$ cat config.mk
export PLATFORM = sky130hd
export DESIGN_NAME = mac_bank
export DESIGN_NICKNAME = d
export VERILOG_FILES = /design/src/rtl/mac_bank.sv
export SDC_FILE = /design/constraint.sdc
export NUM_CORES = 2
export LEC_CHECK = 0
export BUFFER_PORTS_ARGS = -buffer_cell sky130_fd_sc_hd__buf_2
export CORE_ASPECT_RATIO = 0.7
export CORE_MARGIN = 2
export CORE_UTILIZATION = 40
export CTS_CLUSTER_SIZE = 16
export DETAILED_ROUTE_END_ITERATION = 8
export PLACE_DENSITY = 0.56
export SLEW_MARGIN = 20
export SYNTH_ARGS = -nofsm -noshare
export SYNTH_HDL_FRONTEND = slang
export SYNTH_SLANG_ARGS = --single-unit
$ cat constraint.sdc
create_clock -name clk -period 5.5 [get_ports clk]
set_clock_uncertainty 0.1 [all_clocks]
set_input_delay 0 -clock clk [delete_from_list [all_inputs] [get_ports clk]]
set_output_delay 0 -clock clk [all_outputs]
set_load 0.01 [all_outputs]
$ cat src/rtl/mac_bank.sv
// mac_bank: a bank of NUM_MACS signed multiply-accumulate lanes computing
// VEC_LEN-beat dot products in parallel. Stage 1 registers the lane products,
// stage 2 accumulates them and loads the output register on the last beat.
// A held result (out_valid && !out_ready) freezes both stages.

module mac_bank #(
    parameter int NUM_MACS = 8,
    parameter int DATA_W   = 8,
    parameter int WEIGHT_W = 8,
    parameter int ACC_W    = 24,
    parameter int VEC_LEN  = 16,
    parameter bit SATURATE = 1'b1
) (
    input  logic                         clk,
    input  logic                         reset,
    input  logic [NUM_MACS*DATA_W-1:0]   datas,
    input  logic [NUM_MACS*WEIGHT_W-1:0] weights,
    input  logic [NUM_MACS-1:0]          lane_en,
    input  logic                         in_valid,
    output logic                         in_ready,
    input  logic                         clear,
    output logic [NUM_MACS*ACC_W-1:0]    outs,
    output logic [NUM_MACS-1:0]          overflow,
    output logic                         out_valid,
    input  logic                         out_ready
);

    localparam int PROD_W = DATA_W + WEIGHT_W;
    localparam int CNT_W  = (VEC_LEN > 1) ? $clog2(VEC_LEN) : 1;
    localparam logic [CNT_W-1:0] LAST_BEAT = CNT_W'(VEC_LEN - 1);
    localparam logic [ACC_W-1:0] ACC_MAX   = {1'b0, {(ACC_W-1){1'b1}}};
    localparam logic [ACC_W-1:0] ACC_MIN   = {1'b1, {(ACC_W-1){1'b0}}};

    // Pipeline and output state
    logic [CNT_W-1:0]                   beat_cnt_q, beat_cnt_d;
    logic                               p_valid_q, p_valid_d;
    logic                               p_last_q, p_last_d;
    logic [NUM_MACS-1:0][PROD_W-1:0]    p_q, p_d;
    logic [NUM_MACS-1:0][ACC_W-1:0]     acc_q, acc_d;
    logic [NUM_MACS-1:0]                ovf_q, ovf_d;
    logic [NUM_MACS-1:0][ACC_W-1:0]     outs_q, outs_d;
    logic [NUM_MACS-1:0]                overflow_q, overflow_d;
    logic                               out_valid_q, out_valid_d;

    // Stage 2 lane arithmetic
    logic [NUM_MACS-1:0][ACC_W:0]       sum;
    logic [NUM_MACS-1:0]                range_err;
    logic [NUM_MACS-1:0][ACC_W-1:0]     lane_res;
    logic [NUM_MACS-1:0]                lane_ovf;

    logic stall;
    logic accept;

    // Signed product of one lane; operands are sign-extended to the full
    // product width so the multiply itself is exact.
    function automatic logic [PROD_W-1:0] mul_lane(input logic [DATA_W-1:0]   d,
                                                   input logic [WEIGHT_W-1:0] w);
        logic signed [PROD_W-1:0] de;
        logic signed [PROD_W-1:0] we;
        de = {{WEIGHT_W{d[DATA_W-1]}}, d};
        we = {{DATA_W{w[WEIGHT_W-1]}}, w};
        return de * we;
    endfunction

    assign stall     = out_valid_q && !out_ready;
    assign in_ready  = !stall && !clear && reset;
    assign accept    = in_valid && in_ready;
    assign outs      = outs_q;
    assign overflow  = overflow_q;
    assign out_valid = out_valid_q;

    // Per-lane accumulate with one guard bit; a guard/sign disagreement means
    // the sum left the accumulator range, which is clamped or wrapped.
    always_comb begin
        for (int i = 0; i < NUM_MACS; i++) begin
            sum[i] = {acc_q[i][ACC_W-1], acc_q[i]}
                   + {{(ACC_W+1-PROD_W){p_q[i][PROD_W-1]}}, p_q[i]};
            range_err[i] = sum[i][ACC_W] ^ sum[i][ACC_W-1];
            if (range_err[i] && SATURATE) begin
                lane_res[i] = sum[i][ACC_W] ? ACC_MIN : ACC_MAX;
            end else begin
                lane_res[i] = sum[i][ACC_W-1:0];
            end
        end
        lane_ovf = ovf_q | range_err;
    end

    // Next-state logic: output handshake, then clear, then the two pipeline
    // stages which advance together whenever no result is being held.
    always_comb begin
        beat_cnt_d  = beat_cnt_q;
        p_valid_d   = p_valid_q;
        p_last_d    = p_last_q;
        p_d         = p_q;
        acc_d       = acc_q;
        ovf_d       = ovf_q;
        outs_d      = outs_q;
        overflow_d  = overflow_q;
        out_valid_d = out_valid_q;

        if (out_valid_q && out_ready) begin
            out_valid_d = 1'b0;
        end

        if (clear) begin
            beat_cnt_d = '0;
            p_valid_d  = 1'b0;
            acc_d      = '0;
            ovf_d      = '0;
        end else if (!stall) begin
            p_valid_d = accept;
            if (accept) begin
                p_last_d = (beat_cnt_q == LAST_BEAT);
                for (int i = 0; i < NUM_MACS; i++) begin
                    p_d[i] = lane_en[i]
                           ? mul_lane(datas[i*DATA_W +: DATA_W], weights[i*WEIGHT_W +: WEIGHT_W])
                           : '0;
                end
                if (beat_cnt_q == LAST_BEAT) begin
                    beat_cnt_d = '0;
                end else begin
                    beat_cnt_d = beat_cnt_q + CNT_W'(1);
                end
            end

            if (p_valid_q) begin
                if (p_last_q) begin
                    outs_d      = lane_res;
                    overflow_d  = lane_ovf;
                    out_valid_d = 1'b1;
                    acc_d       = '0;
                    ovf_d       = '0;
                end else begin
                    acc_d = lane_res;
                    ovf_d = lane_ovf;
                end
            end
        end
    end

    // State registers, all cleared while reset is low.
    always_ff @(posedge clk or negedge reset) begin
        if (!reset) begin
            beat_cnt_q  <= '0;
            p_valid_q   <= 1'b0;
            p_last_q    <= 1'b0;
            p_q         <= '0;
            acc_q       <= '0;
            ovf_q       <= '0;
            outs_q      <= '0;
            overflow_q  <= '0;
            out_valid_q <= 1'b0;
        end else begin
            beat_cnt_q  <= beat_cnt_d;
            p_valid_q   <= p_valid_d;
            p_last_q    <= p_last_d;
            p_q         <= p_d;
            acc_q       <= acc_d;
            ovf_q       <= ovf_d;
            outs_q      <= outs_d;
            overflow_q  <= overflow_d;
            out_valid_q <= out_valid_d;
        end
    end

endmodule
==> flow_metrics.env <==
export IMPL_status="finished, final reports clean"
export IMPL_cts_root_buf="clkbuf_16"
export IMPL_cap_violations=0
export IMPL_switchingPower_mw=12.1
export IMPL_syn_num_nets=6498
export IMPL_layout_nets=6837
export IMPL_cts_tree="built"
export IMPL_finish_utilization=0.455
export IMPL_ant_nets=0
export IMPL_die_h_um=301
export IMPL_place_area_mm2=0.0540
export IMPL_yosys_warnings=0
export IMPL_antenna_found_initial=1
export IMPL_power_frac_seq=0.207
export IMPL_combPwrFrac=0.623
export IMPL_clock_sinks=535
export IMPL_synth_top_area_share=0.265
export IMPL_fp_coreArea_mm2=0.125
export IMPL_overflow=0
export IMPL_maxSlewHeadroom=0.287
export IMPL_grt_max_degree=145
export IMPL_critPathLaunch="p_q[79]$_DFFE_PN0P_"
export IMPL_fin_area_mm2=0.0567
export IMPL_hold_path_class="primary input to flop"
export IMPL_drv_slew=0
export IMPL_critPathRequiredTime_ns=5.94
export IMPL_rsz0062_at_grt="no"
export IMPL_cts_buffer_depth=3
export IMPL_dieArea_mm2=0.129
export IMPL_synth_cells=5470
export IMPL_syn_area_per_cell_um2=9.23
export IMPL_synth_cell_types=84
export IMPL_cts_setup_buffers=0
export IMPL_yosysMostFrequentCell="inv_1"
export IMPL_power_density_mw_per_mm2=450
export IMPL_grt_util_met3=0.0266
export IMPL_path_clk_slew_ns=0.06
export IMPL_fillers=12127
export IMPL_layout_drive_gt1_share=0.106
export IMPL_tns_ns=0
export IMPL_cts_resized=0
export IMPL_start_kind="flop"
export IMPL_internal_power_mw=13.4
export IMPL_finalWirelength_mm=135
export IMPL_grt_use_met2=0.325
export IMPL_yosys_area_top_type="dfrtp_1"
export IMPL_place_inst=7339
export IMPL_final_cells=7506
export IMPL_synthFlopType="dfrtp_1"
export IMPL_num_rows=108
export IMPL_detail_route_wl_per_cell_um=18.0
export IMPL_grt_pass1_wl_mm=221
export IMPL_ir_worst_vdd_v=0.000301
export IMPL_synth_compound_area_frac=0.156
export IMPL_synth_common_cells="inv_1 (731), nand2_1 (580), dfrtp_1 (535)"
export IMPL_globalRouteTotalUtil=0.212
export IMPL_crit_chain="ha_1 > a21o_1 > or2_2 > nor3_1 > a211oi_1 > a211oi_1 > o21ai_0 > a21o_1 > xor2_1 > ha_1 > nand2_1 > a31oi_1 > a2111oi_0 > o21ai_0"
export IMPL_reg2reg_slack_ns=0.76
export IMPL_worst_slew_pin_slew_ns=1.07
export IMPL_io_buffer_count=342
export IMPL_grt_busiest_layer="met2"
export IMPL_h_tree_depth=2
export IMPL_drc=0
export IMPL_synth_xor_area_share=0.0491
export IMPL_hpwlAfterDp_mm=104
export IMPL_io_pins=343
export IMPL_synth_simple_area_share=0.155
export IMPL_worst_path_max_delay_cell="dfrtp_1"
export IMPL_syn_to_final_growth_pct=12.4
export IMPL_design_power_total_mw=25.5
export IMPL_start_util=0.405
export IMPL_ys_ff_latch=535
export IMPL_synth_area_mm2=0.0505
export IMPL_worst_r2r_cell_count=14
export IMPL_first_global_vias=39417
export IMPL_drt_iter0_markers=2378
export IMPL_synth_fa_ha_area_frac=0.287
export IMPL_critical_path_max_stage_delay_ns=0.65
export IMPL_grt_met1_usage=0.317
export IMPL_async_flop_share=1.00
export IMPL_drt_first_pass_iters=5
export IMPL_fin_crit_ns=4.74
export IMPL_die_x_um=429
export IMPL_worst_skew_pair_late_latency_ns=0.64
export IMPL_viasPerCell=5.23
export IMPL_via_count=39288
export IMPL_synth_top_family_by_area="adder cells"
export IMPL_ys_top_cells_by_area="dfrtp_1 (27%), fa_1 (18%), ha_1 (11%)"
export IMPL_crit_path_end="acc_q[114]$_DFFE_PN0P_"
export IMPL_p_leak_nw=28.6
export IMPL_netSwitchingFraction=0.475
export IMPL_final_hold_viol_count=0
export IMPL_clock_power_share=0.169
export IMPL_worst_setup_path_end_kind="flop"
export IMPL_worstReg2RegStart="p_q[79]$_DFFE_PN0P_"
export IMPL_synthMuxAreaShare=0.0217
export IMPL_fmax_mhz=211
export IMPL_criticalPathCategory="flop to flop"
export IMPL_setup_violations=0
export IMPL_synth_edf_count=0
export IMPL_cts_buffers=58
export IMPL_synth_seq_area_share=0.265
export IMPL_r2r_end="acc_q[114]$_DFFE_PN0P_"
export IMPL_critical_path_max_fanout=15
export IMPL_routabilityCongestion=0.881
export IMPL_timing_final_crit_share=0.862
export IMPL_cp_data_arrival_time_ns=5.18
-- worst min-delay path by stage --
stage	cells after the start	from	end
final	7	datas[17]	p_q[34]$_DFFE_PN0P_
after CTS	7	datas[25]	p_q[50]$_DFFE_PN0P_
after detailed placement	1	reset	outs[108]$_DFFE_PN0P_
after global routing	4	lane_en[6]	p_q[101]$_DFFE_PN0P_
after floorplan	0	reset	acc_q[0]$_DFFE_PN0P_
after global placement	1	reset	acc_q[101]$_DFFE_PN0P_
-- power groups by stage --
stage / logic [mW] / registers [mW] / clock network (mW)
2_1_floorplan: 11.6 / 5.16 / 0
3_3_place_gp: 15.7 / 5.36 / 0
3_5_place_dp: 15.8 / 5.36 / 0
4_1_cts: 16.0 / 5.31 / 4.46
5_1_grt: 18.1 / 5.38 / 4.62
6_report: 15.9 / 5.30 / 4.32
-- per-layer routing --
metal | routed length [um] | part of all wire | vias up
li1 | - | - | 19045
met1 | 67000 | 0.50 | 19431
met2 | 59400 | 0.44 | 686
met3 | 5920 | 0.044 | 126
met4 | 2850 | 0.021 | 0
met5 | 0 | 0 | -
-- kinds of logic (layout without fill, tap and decap cells) --
| logic type | after synthesis | after routing |
|---|---|---|
| and+or+nand+nor | 1578 | 1578 |
| AOI/OAI and AO/OA | 1195 | 1195 |
| buffers and inverters | 894 | 1278 |
| adders and majority gates | 887 | 887 |
| DFF | 535 | 535 |
| xor gates and xnor gates | 283 | 283 |
| muxes | 98 | 98 |
| other | 0 | 2 |
-- cells in the final DEF (no fill, tap or decap), drive strengths merged, types with 171 or more instances in the layout --
cell type	instances
a21oi	240
and2	370
buf	382
dfrtp	535
fa	448
ha	439
inv	733
nand2	580
nor2	180
o21ai	359
xnor2	171
-- critical path, delay by kind of cell (launching register included) --
kind | cells | cell delay (ns)
AOI/OAI and AO/OA | 8 | 2.11
xor gates and xnor gates | 1 | 0.15
adders and majority gates | 2 | 1.00
DFF | 1 | 0.65
and+or+nand+nor | 3 | 0.63
-- per-stage QoR --
stage	hold slack, ns	setup slack [ns]
2_1_floorplan	-0.396	1.35
3_3_place_gp	-0.187	0.908
3_5_place_dp	-0.187	0.850
4_1_cts	0.0580	0.816
5_1_grt	0.139	0.470
6_report	0.0994	0.761
-- state kept, by name (all words and copies together), names as in the netlist --
| register | count |
|---|---|
| ovf_q | 8 |
| out_valid | 1 |
| beat_cnt_q | 4 |
| p_last_q | 1 |
| acc_q | 192 |
| p_q | 128 |
| overflow | 8 |
| p_valid_q | 1 |
| outs | 192 |
-- final cells by class --
cell class              instances  area [um2]  area share
diodes                          2        5.00   0.0000882
clock buffers                  81        1690      0.0298
clock inverters                24         364     0.00642
inverters                     732        2750      0.0484
multi-input cells            4041       33800       0.596
flip-flops and latches        535       13400       0.236
well taps                    1650        2060      0.0364
repair buffers                441        2650      0.0468
-- what timing repair did --
action	in CTS	in global routing
endpoints found under the hold margin	339	0
setup endpoints to repair	0	0
hold buffers	60	0
Note: power is estimated with default switching activity, not from simulation.
